File: src/rtl/router_2_out_arbiter.sv
// -----------------------------------------------------------------------------
// router_2_out_arbiter
//
// Wormhole arbiter for one output port of router 2 in the 2x2 mesh. It sits
// just upstream of the output crossbar mux and drives that mux's select.
// Requests come from the North, East and Local input buffers. One request is
// granted using round-robin priority, and the grant is held from the header
// flit through the tail flit.
//
// Handshake: the arbiter moves a flit only in a cycle where the owning input
// has req=1 and out_ready=1. In that cycle, and only in that cycle, it raises
// that input's gnt (the buffer pop strobe) and drives sel_out with that input's
// code. In every other cycle all gnts are 0 and sel_out is IDLE_CODE.
//
// Ports:
//   clk        system clock, rising edge
//   rst        asynchronous, active-high reset
//   N_req      North head flit is present and routes to this output
//   E_req      East  head flit is present and routes to this output
//   L_req      Local head flit is present and routes to this output
//   N_tail     North head flit is a tail (meaningful only while N_req=1)
//   E_tail     East  head flit is a tail (meaningful only while E_req=1)
//   L_tail     Local head flit is a tail (meaningful only while L_req=1)
//   out_ready  downstream can accept a flit this cycle
//   sel_out    crossbar select, combinational
//   N_gnt      pop strobe to North buffer
//   E_gnt      pop strobe to East buffer
//   L_gnt      pop strobe to Local buffer
//   busy       registered, 1 while a packet owns the output
//   pkt_cnt    registered count of completed packets, wraps 255->0
// -----------------------------------------------------------------------------
module router_2_out_arbiter #(
  parameter int               SEL_W     = 3,
  parameter logic [SEL_W-1:0] N_CODE    = 'd0,
  parameter logic [SEL_W-1:0] E_CODE    = 'd1,
  parameter logic [SEL_W-1:0] L_CODE    = 'd4,
  parameter logic [SEL_W-1:0] IDLE_CODE = '1
) (
  input  logic             clk,
  input  logic             rst,
  input  logic             N_req,
  input  logic             E_req,
  input  logic             L_req,
  input  logic             N_tail,
  input  logic             E_tail,
  input  logic             L_tail,
  input  logic             out_ready,
  output logic [SEL_W-1:0] sel_out,
  output logic             N_gnt,
  output logic             E_gnt,
  output logic             L_gnt,
  output logic             busy,
  output logic [7:0]       pkt_cnt
);

  typedef enum logic [1:0] {
    IDLE  = 2'd0,
    OWN_N = 2'd1,
    OWN_E = 2'd2,
    OWN_L = 2'd3
  } state_t;

  // Round-robin pointer encoding: the input with the highest priority at the
  // next arbitration.
  localparam logic [1:0] RR_N = 2'd0;
  localparam logic [1:0] RR_E = 2'd1;
  localparam logic [1:0] RR_L = 2'd2;

  state_t           state;
  logic [1:0]       rr;

  state_t           pick;      // arbitration winner, IDLE if nobody requests
  logic             own_req;   // request of the current owner
  logic             own_tail;  // tail flag of the current owner
  logic [SEL_W-1:0] own_code;  // crossbar code of the current owner
  logic [1:0]       rr_succ;   // pointer value once the owner's packet ends
  logic             xfer;      // a flit moves this cycle

  // Take the first requester at or after rr, in the order N -> E -> L -> N.
  // rr never holds 2'd3. If it ever did, it would be treated like N.
  always_comb begin
    pick = IDLE;
    case (rr)
      RR_E: begin
        if (E_req)      pick = OWN_E;
        else if (L_req) pick = OWN_L;
        else if (N_req) pick = OWN_N;
      end
      RR_L: begin
        if (L_req)      pick = OWN_L;
        else if (N_req) pick = OWN_N;
        else if (E_req) pick = OWN_E;
      end
      default: begin
        if (N_req)      pick = OWN_N;
        else if (E_req) pick = OWN_E;
        else if (L_req) pick = OWN_L;
      end
    endcase
  end

  // Select the owner's request and tail signals, its crossbar code, and the
  // pointer value that follows it.
  always_comb begin
    own_req  = 1'b0;
    own_tail = 1'b0;
    own_code = IDLE_CODE;
    rr_succ  = rr;
    case (state)
      OWN_N: begin
        own_req  = N_req;
        own_tail = N_tail;
        own_code = N_CODE;
        rr_succ  = RR_E;
      end
      OWN_E: begin
        own_req  = E_req;
        own_tail = E_tail;
        own_code = E_CODE;
        rr_succ  = RR_L;
      end
      OWN_L: begin
        own_req  = L_req;
        own_tail = L_tail;
        own_code = L_CODE;
        rr_succ  = RR_N;
      end
      default: begin
        own_req  = 1'b0;
        own_tail = 1'b0;
        own_code = IDLE_CODE;
        rr_succ  = rr;
      end
    endcase
  end

  // While rst is high the outputs are forced quiet, even before the async
  // state clear has propagated.
  always_comb begin
    xfer    = own_req & out_ready & ~rst;
    sel_out = xfer ? own_code : IDLE_CODE;
    N_gnt   = xfer & (state == OWN_N);
    E_gnt   = xfer & (state == OWN_E);
    L_gnt   = xfer & (state == OWN_L);
  end

  // Ownership FSM. The arbitration cycle itself never moves a flit, so a tail
  // transfer is always followed by one IDLE cycle before the next grant.
  always_ff @(posedge clk or posedge rst) begin
    if (rst) begin
      state   <= IDLE;
      rr      <= RR_N;
      busy    <= 1'b0;
      pkt_cnt <= 8'd0;
    end else begin
      case (state)
        IDLE: begin
          if (pick != IDLE) begin
            state <= pick;
            busy  <= 1'b1;
          end
        end
        default: begin
          // The tail flag counts only on a cycle where the flit actually moves.
          if (xfer && own_tail) begin
            state   <= IDLE;
            busy    <= 1'b0;
            rr      <= rr_succ;
            pkt_cnt <= pkt_cnt + 8'd1;
          end
        end
      endcase
    end
  end

endmodule
File: config.mk
export PLATFORM = sky130hd
export DESIGN_NAME = router_2_out_arbiter
export DESIGN_NICKNAME = d
export VERILOG_FILES = /design/src/rtl/router_2_out_arbiter.sv
export SDC_FILE = /design/constraint.sdc
export NUM_CORES = 1
export LEC_CHECK = 0
export BUFFER_PORTS_ARGS = -buffer_cell sky130_fd_sc_hd__buf_4
export CORE_AREA = 5 5 46 48
export DETAILED_ROUTE_END_ITERATION = 6
export DIE_AREA = 0 0 51 53
export PLACE_DENSITY = 0.78
export SYNTH_ARGS = -nofsm -noshare
export SYNTH_HDL_FRONTEND = slang
export SYNTH_SLANG_ARGS = --single-unit
File: constraint.sdc
create_clock -name clk -period 2.4 [get_ports clk]
set_input_delay 0.48 -clock clk [delete_from_list [all_inputs] [get_ports clk]]
set_output_delay 0.48 -clock clk [all_outputs]
set_load 0.01 [all_outputs]
Word-level counts from Yosys, hierarchy flattened
Index checks and enable logic that the tools add are counted.
{"block": "op_classes", "n_addsub": 1, "n_mul": 0, "div_mod_pow": 0, "magnitude_cmp": 0, "eq_ne": 6, "shifts": 0, "n_mux": 21, "n_bitwise": 7, "n_reduce_logical": 8}
{"op": "$mux W2", "n": 11}
{"op": "$pmux W3 S3", "n": 1}
{"op": "$add A8 B1 Y8 const B", "n": 1}
{"op": "$eq A2 B2 Y1 const B", "n": 3}
{"op": "$pmux W1 S3", "n": 2}
{"op": "$pmux W2 S3", "n": 1}
{"op": "$and A1 B1 Y1", "n": 5}
{"op": "$eq A2 B1 Y1 const B", "n": 2}
{"op": "$mux W1", "n": 4}
{"op": "$pmux W2 S2", "n": 1}
{"op": "$reduce_and A2 Y1", "n": 2}
{"op": "$reduce_bool A2 Y1", "n": 2}
{"op": "$mux W3", "n": 1}
{"op": "$reduce_and A3 Y1", "n": 1}
{"op": "$reduce_bool A3 Y1", "n": 1}
{"op": "$logic_not A2 Y1", "n": 1}
{"op": "$ne A2 B2 Y1 const B", "n": 1}
{"op": "$not A1 Y1", "n": 2}
{"op": "$logic_and A1 B1 Y1", "n": 1}
{"block": "totals", "ff_bits": 13, "latch_bits": 0, "ram_bits": 0, "romBits": 0, "in_bits": 9, "word_cells": 47, "memories": 0}

Longest topological paths before layout
Gate-level depths: netlist of run 1.
{"block": "logic_depth", "depth_word": 7, "mapped_depth": 7, "ltp_nobuf": 6}

Least setup slack after synthesis of run 1
OpenSTA, ideal clock, no wires.
{"block": "synth_timing", "path_kind": "reg2reg", "startpoint": "register state[0]", "endpoint": "register pkt_cnt[7]", "setup_ps": 79, "arrival_time_ps": 1886, "required_time_ps": 2321, "path_slack_ps": 435, "path_stages_with_launch": 8, "n_path_buf": 1, "synth_period_minus_slack_ps": 1965, "cell_sequence": "dfrtp_1 -> inv_1 -> ha_1 -> or3b_4 -> or3_1 -> buf_6 -> nor4_4 -> xor2_1"}
{"block": "synth_between", "elab_chain_cells": 6}
{"item": "from (decl)", "line": "69", "text": "state_t state;"}
{"item": "from (signal assigned)", "line": "159", "text": "state <= pick;"}
{"item": "$eq A2 B2 Y1 or $eq A2 B1 Y1 (tied branches)", "line": "109", "text": "case (state)"}
{"item": "$pmux W1 S3", "line": "109"}
{"item": "$and A1 B1 Y1 (2 in a row)", "line": "140", "text": "xfer = own_req & out_ready & ~rst;"}
{"item": "$logic_and A1 B1 Y1", "line": "165", "text": "if (xfer && own_tail) begin"}
{"item": "$reduce_and A2 Y1 (no source line) *"}
{"item": "to (signal assigned)", "line": "169", "text": "pkt_cnt <= pkt_cnt + 8'd1;"}
{"item": "to (decl)", "line": "53", "text": "output logic [7:0] pkt_cnt"}
Every way passes the cells marked *; elsewhere a longest branch is shown, timed or not.
A chain may end at the register's enable or synchronous reset.

Final worst setup path of run 1
{"block": "layout_timing", "startpoint": "register state[1]", "endpoint": "output port sel_out[0]"}
{"block": "layout_between", "elab_chain_cells": 5}
{"item": "$eq A2 B2 Y1 or $eq A2 B1 Y1 (tied branches)", "line": "109"}
{"item": "$pmux W1 S3", "line": "109"}
{"item": "$and A1 B1 Y1 (2 in a row)", "line": "140"}
{"item": "$mux W3 *", "line": "141", "text": "sel_out = xfer ? own_code : IDLE_CODE;"}
{"item": "to (decl)", "line": "48", "text": "output logic [SEL_W-1:0] sel_out,"}
Marks and branches as above.

==> results of run 1 <==
cells by family after synthesis:
family	Yosys count	synth area share, %
AOI/OAI and AO/OA	11	10.7
buffers and inverters	8	4.85
DFF	13	42.1
muxes	1	1.29
adders and majority gates	8	12.9
and+or+nand+nor	28	20.2
xor gates and xnor gates	7	7.93
flip-flops by register name, summed over array words and instances, names as in the netlist:
name and flops:
pkt_cnt 8, state 2, rr 2, busy 1
through the flow:
step	instances	setup TNS [ps]	hold WS (ps)	area [um^2]
3_5_place_dp	116	0	462	963
6_report	129	-20.4	241	1120
2_1_floorplan	76	0	357	773
5_1_grt	129	-87.8	270	1120
4_1_cts	124	0	255	1020
3_3_place_gp	116	0	458	963
worst max path at each step:
stage          cells after the start  slack (ps)     start         end
2_1_floorplan                      7         440  state[0]  pkt_cnt[7]
4_1_cts                            5           8  state[0]  sel_out[0]
3_3_place_gp                       6         240  state[0]       E_gnt
6_report                           8         -20  state[1]  sel_out[0]
3_5_place_dp                       6         180  state[0]       E_gnt
5_1_grt                            8         -90  state[1]  sel_out[0]
report_power, final:
part	internal (mW)	switching, mW	leakage [nW]	total, mW
combinational	0.343	0.307	0.369	0.650
clock	0.0643	0.0728	0.0150	0.137
sequential	0.281	0.0670	0.161	0.348
total	0.688	0.446	0.545	1.13
what timing repair did:
item | in CTS | in global routing
setup buffers | 4 | 5
resized for setup | 2 | 13
pin swaps | 1 | 2
endpoints found under the setup margin | 5 | 6
cloned | 0 | 0
placed cells by master (no fill, tap or decap):
cell type                  synthesis  layout
sky130_fd_sc_hd__buf_6             1       4
sky130_fd_sc_hd__nor2_2            0       1
sky130_fd_sc_hd__nor3_1            4       4
sky130_fd_sc_hd__buf_4             0      29
sky130_fd_sc_hd__xor2_1            3       3
sky130_fd_sc_hd__and2_1            3       3
sky130_fd_sc_hd__a31o_2            1       1
sky130_fd_sc_hd__or3_4             0       1
sky130_fd_sc_hd__clkbuf_1          0       1
sky130_fd_sc_hd__o21ai_0           2       2
sky130_fd_sc_hd__or3b_4            1       1
sky130_fd_sc_hd__a222oi_1          2       2
sky130_fd_sc_hd__ha_1              8       4
sky130_fd_sc_hd__nand4_1           1       1
sky130_fd_sc_hd__nand2b_1          1       1
sky130_fd_sc_hd__nor4_4            1       1
sky130_fd_sc_hd__or3_1             1       1
sky130_fd_sc_hd__clkbuf_4          0       3
sky130_fd_sc_hd__a211oi_1          1       1
sky130_fd_sc_hd__o31ai_1           3       3
sky130_fd_sc_hd__mux2i_1           1       1
sky130_fd_sc_hd__nand3_1           2       2
sky130_fd_sc_hd__inv_2             0       2
sky130_fd_sc_hd__nor2_1            3       2
sky130_fd_sc_hd__inv_1             7       5
sky130_fd_sc_hd__dfrtp_1          13      13
sky130_fd_sc_hd__xnor2_1           4       4
sky130_fd_sc_hd__a21oi_1           1       1
sky130_fd_sc_hd__ha_2              0       1
sky130_fd_sc_hd__ha_4              0       3
sky130_fd_sc_hd__nand2_1          10      10
sky130_fd_sc_hd__a211o_1           1       1
worst max-delay path, delay by kind of cell (launching register included):
kind            cells  cell delay [ps]
compound gates      1               70
fa+ha+maj           1              150
buf+inv             5              670
flops               1              430
simple gates        1              360
metal layers:
metal  vias to the layer above  global-route usage [%]  wire [um]
li1                        331                       -          -
met1                       360                    15.7        781
met2                        20                    26.0       1150
met3                         2                    3.94        106
met4                         0                    8.52         21
met5                         -                       0          0
cell type report:
| cell class | instances | area share (%) |
|---|---|---|
| flip-flops and latches | 13 | 29.1 |
| inverters | 7 | 2.35 |
| multi-input cells | 55 | 40.8 |
| clock buffers | 4 | 2.35 |
| repair buffers | 33 | 23.5 |
| well taps | 17 | 1.90 |
==> run_results.csv, run 1 <==
group,metric,value,unit
clock_network,level_count_of_the_clock_h_tree,1,
logic_synthesis,postSynthRegisterBits,13,
critical_path,critical-path-top-cell-by-count,"sky130_fd_sc_hd__buf_4",
logic_synthesis,syn_area,773,um^2
logic_synthesis,synth-edff-count,0,
outcome,outcome,"finished, violations left",
final_layout,multi_input_comb_area,457,um^2
critical_path,worst_r2r_endpoint,"pkt_cnt[7]",
critical_path,timing.reg2reg.setup_slack,130,ps
detailed_routing,drc,0,
critical_path,end_kind,"output pin",
detailed_routing,drt-total-wl,2050,um
timing,finalWorstSetupSlack,-20.4,ps
grt,grt_use_total,14.7,%
logic_synthesis,async_flop_share,100,%
floorplan,design.core.area,1670,um^2
grt,grt_overflow,0,
detailed_routing,antenna_violating_nets_post_route,0,
detailed_routing,drtIter0Drc,21,
power,ir_worst_vdd,0.536,mV
detailed_routing,wl_per_cell,15.9,um
floorplan,dieWidth,51,um
clock_network,clk-insertion-delay-late,270,ps
critical_path,crit_path_cell_trace,"buf_6 > ha_4 > a222oi_1 > buf_4 > buf_4 > buf_4 > or3_4 > buf_6",
critical_path,critPathMaxFanout,4,
logic_synthesis,synthMostInstantiatedCell,"sky130_fd_sc_hd__dfrtp_1",
critical_path,critPathRequiredTime,1920,ps
timing,min_period,2420,ps
logic_synthesis,netlist_top_cells_count,"13 x sky130_fd_sc_hd__dfrtp_1, 10 x sky130_fd_sc_hd__nand2_1, 8 x sky130_fd_sc_hd__ha_1",
logic_synthesis,number_of_distinct_library_cell_variants_in_the_gate_level_netlist_after_synthesis,25,
timing,final-max-slew-violation-count,0,
clock_network,cts.reportedPaths.clkPinSlew,80,ps
logic_synthesis,synth.net_count,93,
critical_path,critPathSlowestCell,"sky130_fd_sc_hd__dfrtp_1",
clock_network,cts_tree,"built",
timing,fin_skew,3.34,ps
power,cellPowerDensity,1010,nW/um^2
timing,grt_setup_unrepaired,"true",
final_layout,regArea,325,um^2
logic_synthesis,yosys_warnings,0,
logic_synthesis,synthDominantCellAreaShare,42.1,%
grt,initial_antenna_violation_count,0,
logic_synthesis,synth.largest_area_cell,"sky130_fd_sc_hd__dfrtp_1",
power,cellLeakagePower,0.545,nW
run,max_cap_viol,0,
floorplan,floorplan.initialDensity,46.3,%
final_layout,utilization,67.0,%
floorplan,die_h,53,um
placed_design,preCtsSetupSlack,176,ps
final_layout,final.fill_count,124,
final_layout,antenna-diode-count,0,
logic_synthesis,average_size_of_a_mapped_cell,10.2,um^2
critical_path,critical_path.max_stage_delay,430,ps
placed_design,port_buffers,23,
timing,finalHoldViolations,0,
hold_path,worstHoldPathType,"input port to async pin",
critical_path,critPathKind,"flop to output pin",
clock_network,clockBufferDepth,2,
logic_synthesis,synthCells,76,
floorplan,num_io_pins,24,
timing,max_slew.worst_pin.slew,500,ps
clock_network,ctsHoldBuffers,0,
floorplan,die-area,2700,um^2
placed_design,dpl.hpwl,1350,um
clock_network,cts_root_buffer,"sky130_fd_sc_hd__clkbuf_4",
final_layout,layout.nets,130,
logic_synthesis,netlist_top_cells_area,"sky130_fd_sc_hd__dfrtp_1 42%, sky130_fd_sc_hd__ha_1 13%, sky130_fd_sc_hd__nand2_1 4.9%",
floorplan,num_rows,15,
clock_network,clock_sinks,13,
timing,period_share,101,%
clock_network,cts_buffers,3,
grt,grt_pass1_vias,712,
timing,timing.fmax,413,MHz
critical_path,cp.arrival,1940,ps
final_layout,layout-drive-gt1-share,42.0,%
detailed_routing,routed-via-count,713,
outcome,violations,"negative setup slack",
timing,timing.max_slew.rel_slack,66.6,%
grt,global_route_wire_length_before_repair,2950,um
timing,setup_viol_count_final,1,
critical_path,worstSetupStartpointType,"flop",
grt,grt_max_degree,14,
critical_path,crit-reg2reg-launch,"state[1]",
placed_design,weighted_congestion_at_the_end_of_routability_driven_global_placement,0.764,
critical_path,reg2regPathDepth,9,
power,power,1.13,mW
logic_synthesis,ys.flop_type,"sky130_fd_sc_hd__dfrtp_1",
detailed_routing,post_drt_via_cell_ratio,5.53,
final_layout,area_growth_syn_to_layout,44.7,%
logic_synthesis,yosysSeqAreaShare,42.1,%
detailed_routing,firstDrtPassIters,5,
Note: power is estimated with default switching activity, not from simulation.
==> run 2, diff against run 1 <==
--- a/config.mk
+++ b/config.mk
@@ -10,6 +10,7 @@
 export DETAILED_ROUTE_END_ITERATION = 6
 export DIE_AREA = 0 0 51 53
 export PLACE_DENSITY = 0.78
+export RECOVER_POWER = 25
 export SYNTH_ARGS = -nofsm -noshare
 export SYNTH_HDL_FRONTEND = slang
 export SYNTH_SLANG_ARGS = --single-unit
==> run_results.csv, run 2 (same netlist as run 1, synthesis figures left out) <==
group,metric,value,unit
timing,timing.max_slew.rel_slack,66.8,%
floorplan,floorplan.initialDensity,46.3,%
power,cellPowerDensity,1020,nW/um^2
outcome,outcome,"finished, violations left",
floorplan,num_rows,15,
placed_design,port_buffers,23,
critical_path,cp.arrival,1940,ps
detailed_routing,firstDrtPassIters,4,
grt,grt_max_degree,14,
timing,min_period,2420,ps
timing,finalWorstSetupSlack,-20.8,ps
timing,timing.fmax,413,MHz
floorplan,num_io_pins,24,
placed_design,dpl-instance-area,963,um^2
clock_network,ctsHoldBuffers,0,
clock_network,clockBufferDepth,2,
grt,initial_antenna_violation_count,0,
placed_design,dpl.hpwl,1350,um
clock_network,cts_buffers,3,
floorplan,dieWidth,51,um
clock_network,cts_root_buffer,"sky130_fd_sc_hd__clkbuf_4",
detailed_routing,drtIter0Drc,21,
final_layout,antenna-diode-count,0,
power,share_of_power_burned_in_combinational_logic,57.2,%
outcome,violations,"negative setup slack",
timing,fin_skew,4.16,ps
floorplan,die_h,53,um
critical_path,worstSetupStartpointType,"flop",
critical_path,critPathRequiredTime,1920,ps
clock_network,cts_tree,"built",
timing,finalHoldViolations,0,
floorplan,design.core.area,1670,um^2
final_layout,layout.nets,130,
critical_path,end_kind,"output pin",
final_layout,final_common_cell,"sky130_fd_sc_hd__buf_4",
power,swShare,39.4,%
detailed_routing,drt-total-wl,2040,um
critical_path,critPathSlowestCell,"sky130_fd_sc_hd__dfrtp_1",
timing,max_slew.worst_pin.slew,498,ps
detailed_routing,wl_per_cell,15.8,um
run,max_cap_viol,0,
power,clock_power_share,12.1,%
detailed_routing,antenna_violating_nets_post_route,0,
clock_network,clk-insertion-delay-late,270,ps
detailed_routing,post_drt_via_cell_ratio,5.61,
timing,period_share,101,%
power,ir_worst_vdd,0.535,mV
critical_path,critical_path.max_stage_delay,430,ps
final_layout,biggestRegsByFlops,"pkt_cnt: 8 flops, rr: 2 flops, state: 2 flops",
critical_path,critPathMaxFanout,4,
placed_design,weighted_congestion_at_the_end_of_routability_driven_global_placement,0.764,
final_layout,layout.cells.most_common_list,"28 x sky130_fd_sc_hd__buf_4, 13 x sky130_fd_sc_hd__dfrtp_1, 10 x sky130_fd_sc_hd__nand2_1, 5 x sky130_fd_sc_hd__inv_1",
final_layout,largest_register_ffs,8,
critical_path,crit_path_cell_trace,"buf_6 > ha_4 > a222oi_1 > buf_4 > buf_4 > buf_4 > or3_4 > buf_6",
timing,setup_tns,-20.8,ps
final_layout,stdcell_area,1110,um^2
clock_network,cts.reportedPaths.clkPinSlew,90,ps
grt,grt_pass1_vias,712,
floorplan,die-area,2700,um^2
grt,grt_overflow,0,
final_layout,largest-register,"pkt_cnt",
timing,setup_viol_count_final,1,
power,part_of_the_total_power_dissipated_in_sequential_elements,30.7,%
final_layout,area_growth_syn_to_layout,44.2,%
clock_network,level_count_of_the_clock_h_tree,1,
detailed_routing,routed-via-count,724,
power,cellLeakagePower,0.542,nW
hold_path,worstHoldPathType,"input port to async pin",
placed_design,preCtsSetupSlack,176,ps
critical_path,critical-path-top-cell-by-count,"sky130_fd_sc_hd__buf_4",
timing,final-max-slew-violation-count,0,
power,power.switching,0.447,mW
grt,global_route_wire_length_before_repair,2950,um
power,cellInternalPower,0.688,mW
final_layout,layout-drive-gt1-share,41.1,%
grt,grt_use_total,14.7,%
critical_path,critPathKind,"flop to output pin",
timing,grt_setup_unrepaired,"true",
clock_network,clock_sinks,13,
detailed_routing,drc,0,
-- run 2: final cells by class --
type                       count  area, um^2
clock buffer                   4        26.3
sequential                    13         325
tap                           17        21.3
multi-input combinational     55         457
fill                         126         556
timing repair buffer          33         259
inverter                       7        26.3
-- run 2: path summary, 6_finish.rpt --
path	from	to	slack, ps	cells after the start
setup / recovery	state[1]	sel_out[0]	-20	8
hold / removal	rst	pkt_cnt[2]	230	2
setup reg to reg	state[1]	pkt_cnt[7]	130	9
hold reg to reg	pkt_cnt[7]	pkt_cnt[7]	470	1
max in group asynchronous	rst	state[0]	1840	2
min in group clk	pkt_cnt[7]	pkt_cnt[7]	470	1
-- run 2: metrics by stage --
| step | hold slack [ps] | total power, mW | cells | utilization [%] |
|---|---|---|---|---|
| 2_1_floorplan | 357 | 0.610 | 76 | - |
| 3_3_place_gp | 458 | 0.743 | 116 | 57.7 |
| 3_5_place_dp | 462 | 0.769 | 116 | 57.7 |
| 4_1_cts | 255 | 0.965 | 124 | 61.2 |
| 5_1_grt | 264 | 1.21 | 129 | 66.7 |
| 6_report | 226 | 1.13 | 129 | 66.7 |
-- run 2: routing by layer --
metal	up-vias	track usage, %	wire [um]
met5	-	0	0
met3	2	3.94	122
met4	0	8.52	21
li1	332	-	-
met1	364	15.7	756
met2	26	26.0	1140
-- run 2: worst max-delay path, delay by kind of cell (launching register included) --
| kind | cells | cell delay, ps |
|---|---|---|
| adder cells (fa/ha/maj) | 1 | 150 |
| AND/OR/NAND/NOR | 1 | 360 |
| flip-flops | 1 | 430 |
| AO/OA/AOI/OAI | 1 | 70 |
| buffers and inverters | 5 | 670 |
-- run 2: power groups by stage --
stage,registers (mW),logic [mW],clock network [mW]
3_5_place_dp,0.343,0.425,0
6_report,0.348,0.649,0.137
3_3_place_gp,0.338,0.404,0
4_1_cts,0.332,0.490,0.142
5_1_grt,0.356,0.701,0.155
2_1_floorplan,0.347,0.263,0
-- run 2: timing repair --
item / in CTS / in global routing
endpoints found under the setup margin: 5 / 6
pin swaps: 1 / 2
gates resized for setup: 2 / 13
endpoints found under the hold margin: 0 / 0
gates cloned: 0 / 0
setup buffers: 4 / 5
==> run 3, diff against run 2 <==
--- a/config.mk
+++ b/config.mk
@@ -6,11 +6,13 @@
 export NUM_CORES = 1
 export LEC_CHECK = 0
 export BUFFER_PORTS_ARGS = -buffer_cell sky130_fd_sc_hd__buf_4
-export CORE_AREA = 5 5 46 48
+export CORE_AREA = 5 5 43 52
 export DETAILED_ROUTE_END_ITERATION = 6
-export DIE_AREA = 0 0 51 53
-export PLACE_DENSITY = 0.78
+export DIE_AREA = 0 0 48 57
+export PLACE_DENSITY = 0.77
 export RECOVER_POWER = 25
+export REMOVE_ABC_BUFFERS = 1
+export SETUP_SLACK_MARGIN = 0.15
 export SYNTH_ARGS = -nofsm -noshare
 export SYNTH_HDL_FRONTEND = slang
 export SYNTH_SLANG_ARGS = --single-unit
==> run_results.csv, run 3 (same netlist as run 1, synthesis figures left out) <==
group,metric,value,unit
final_layout,layout-drive-gt1-share,46.4,%
run,max_cap_viol,0,
final_layout,layout.nets,130,
clock_network,cts_buffers,3,
final_layout,biggestRegsByFlops,"pkt_cnt: 8 flops, rr: 2 flops, state: 2 flops",
floorplan,die_h,57,um
timing,min_period,2310,ps
final_layout,antenna-diode-count,0,
floorplan,num_io_pins,24,
final_layout,utilization,66.6,%
clock_network,clk-insertion-delay-late,280,ps
detailed_routing,wl_per_cell,14.7,um
critical_path,critPathKind,"flop to output pin",
placed_design,weighted_congestion_at_the_end_of_routability_driven_global_placement,0.736,
critical_path,end_kind,"output pin",
detailed_routing,routed-via-count,685,
final_layout,regArea,325,um^2
detailed_routing,antenna_violating_nets_post_route,0,
timing,max_slew.worst_pin.slew,516,ps
clock_network,clockBufferDepth,2,
placed_design,dp_cells,118,
power,cellPowerDensity,988,nW/um^2
timing,timing.max_slew.rel_slack,65.5,%
timing,period_share,96.1,%
floorplan,num_rows,17,
final_layout,multi_input_comb_area,482,um^2
clock_network,cts_root_buffer,"sky130_fd_sc_hd__clkbuf_4",
grt,initial_antenna_violation_count,0,
grt,global_route_wire_length_before_repair,3150,um
clock_network,cts.reportedPaths.clkPinSlew,70,ps
power,power,1.15,mW
critical_path,cp.arrival,1830,ps
grt,grt_pass1_vias,708,
placed_design,port_buffers,23,
clock_network,cts_tree,"built",
critical_path,critPathRequiredTime,1920,ps
power,cellLeakagePower,0.557,nW
detailed_routing,post_drt_via_cell_ratio,5.23,
timing,timing.fmax,433,MHz
final_layout,final.fill_count,128,
clock_network,ctsHoldBuffers,0,
detailed_routing,drt-total-wl,1930,um
floorplan,die-area,2740,um^2
power,ir_worst_vdd,0.606,mV
detailed_routing,drtIter0Drc,23,
floorplan,design.core.area,1740,um^2
timing,final-max-slew-violation-count,0,
final_layout,final_common_cell,"sky130_fd_sc_hd__buf_4",
final_layout,stdcell_count,131,
detailed_routing,firstDrtPassIters,4,
hold_path,worstHoldPathType,"input port to async pin",
timing,finalHoldViolations,0,
outcome,outcome,"finished, final reports clean",
critical_path,critPathMaxFanout,3,
clock_network,level_count_of_the_clock_h_tree,1,
timing,fin_skew,0.970,ps
grt,grt_use_total,15.8,%
clock_network,clock_sinks,13,
critical_path,worstSetupStartpointType,"flop",
timing,setup_tns,0,ps
grt,grt_overflow,0,
final_layout,layout.cells.most_common_list,"24 x sky130_fd_sc_hd__buf_4, 13 x sky130_fd_sc_hd__dfrtp_1, 9 x sky130_fd_sc_hd__nand2_1, 8 x sky130_fd_sc_hd__buf_6",
critical_path,reg2regPathDepth,6,
final_layout,largest-register,"pkt_cnt",
timing,grt_setup_unrepaired,"true",
timing,setup_viol_count_final,0,
final_layout,largest_register_ffs,8,
grt,grt_max_degree,14,
floorplan,floorplan.initialDensity,44.3,%
placed_design,dpl.hpwl,1300,um
final_layout,area_growth_syn_to_layout,50.2,%
detailed_routing,drc,0,
floorplan,dieWidth,48,um
-- run 3: cell counts in the layout (fill, tap and decap cells not counted) --
No cell type changed its count.
-- run 3: final cells by class --
type	instances	area share, %
multi-input combinational	55	41.5
sequential	13	28.0
timing repair buffer	33	23.9
clock buffer	4	2.26
inverter	7	2.26
tap	19	2.05
-- run 3: repair_timing --
action,in CTS,in global routing
endpoints found under the hold margin,0,0
setup endpoints to repair,6,9
setup buffers,8,1
pin swaps,7,5
gates resized for setup,15,11
-- run 3: stage by stage --
step           worst slack, ps  hold WS (ps)  area [um^2]
6_report                  93.1           246         1160
5_1_grt                  -38.3           291         1160
4_1_cts                    128           245         1120
3_5_place_dp               156           475          966
3_3_place_gp               199           460          966
2_1_floorplan              392           357          762
-- run 3: final timing paths --
path / endpoint / start / slack, ps
max in group asynchronous: pkt_cnt[2] / rst / 1810
hold / removal: state[1] / rst / 250
hold reg to reg: pkt_cnt[7] / pkt_cnt[7] / 480
min in group clk: pkt_cnt[7] / pkt_cnt[7] / 480
setup reg to reg: pkt_cnt[5] / state[1] / 210
setup / recovery: sel_out[0] / state[1] / 90
-- run 3: where the power goes --
part	total, mW	internal [mW]	switching, mW
registers	0.336	0.281	0.0555
clock network	0.135	0.0645	0.0700
logic	0.676	0.358	0.318
total	1.15	0.704	0.443
-- run 3: critical path: stages, from the launching register on --
cell	delay, ps
sky130_fd_sc_hd__dfrtp_1	420
sky130_fd_sc_hd__inv_2	110
sky130_fd_sc_hd__ha_4	150
sky130_fd_sc_hd__a222oi_1	80
sky130_fd_sc_hd__buf_4	160
sky130_fd_sc_hd__buf_6	110
sky130_fd_sc_hd__or3_4	380
sky130_fd_sc_hd__buf_6	130
-- run 3: routing by layer --
| layer | wire length, um | track usage (%) | up-vias | part of all wire (%) |
|---|---|---|---|---|
| met1 | 773 | 18.0 | 329 | 40 |
| met5 | 0 | 0 | - | 0 |
| li1 | - | - | 335 | - |
| met3 | 100 | 5.36 | 2 | 5.2 |
| met4 | 15 | 8.46 | 0 | 0.78 |
| met2 | 1040 | 25.0 | 19 | 54 |
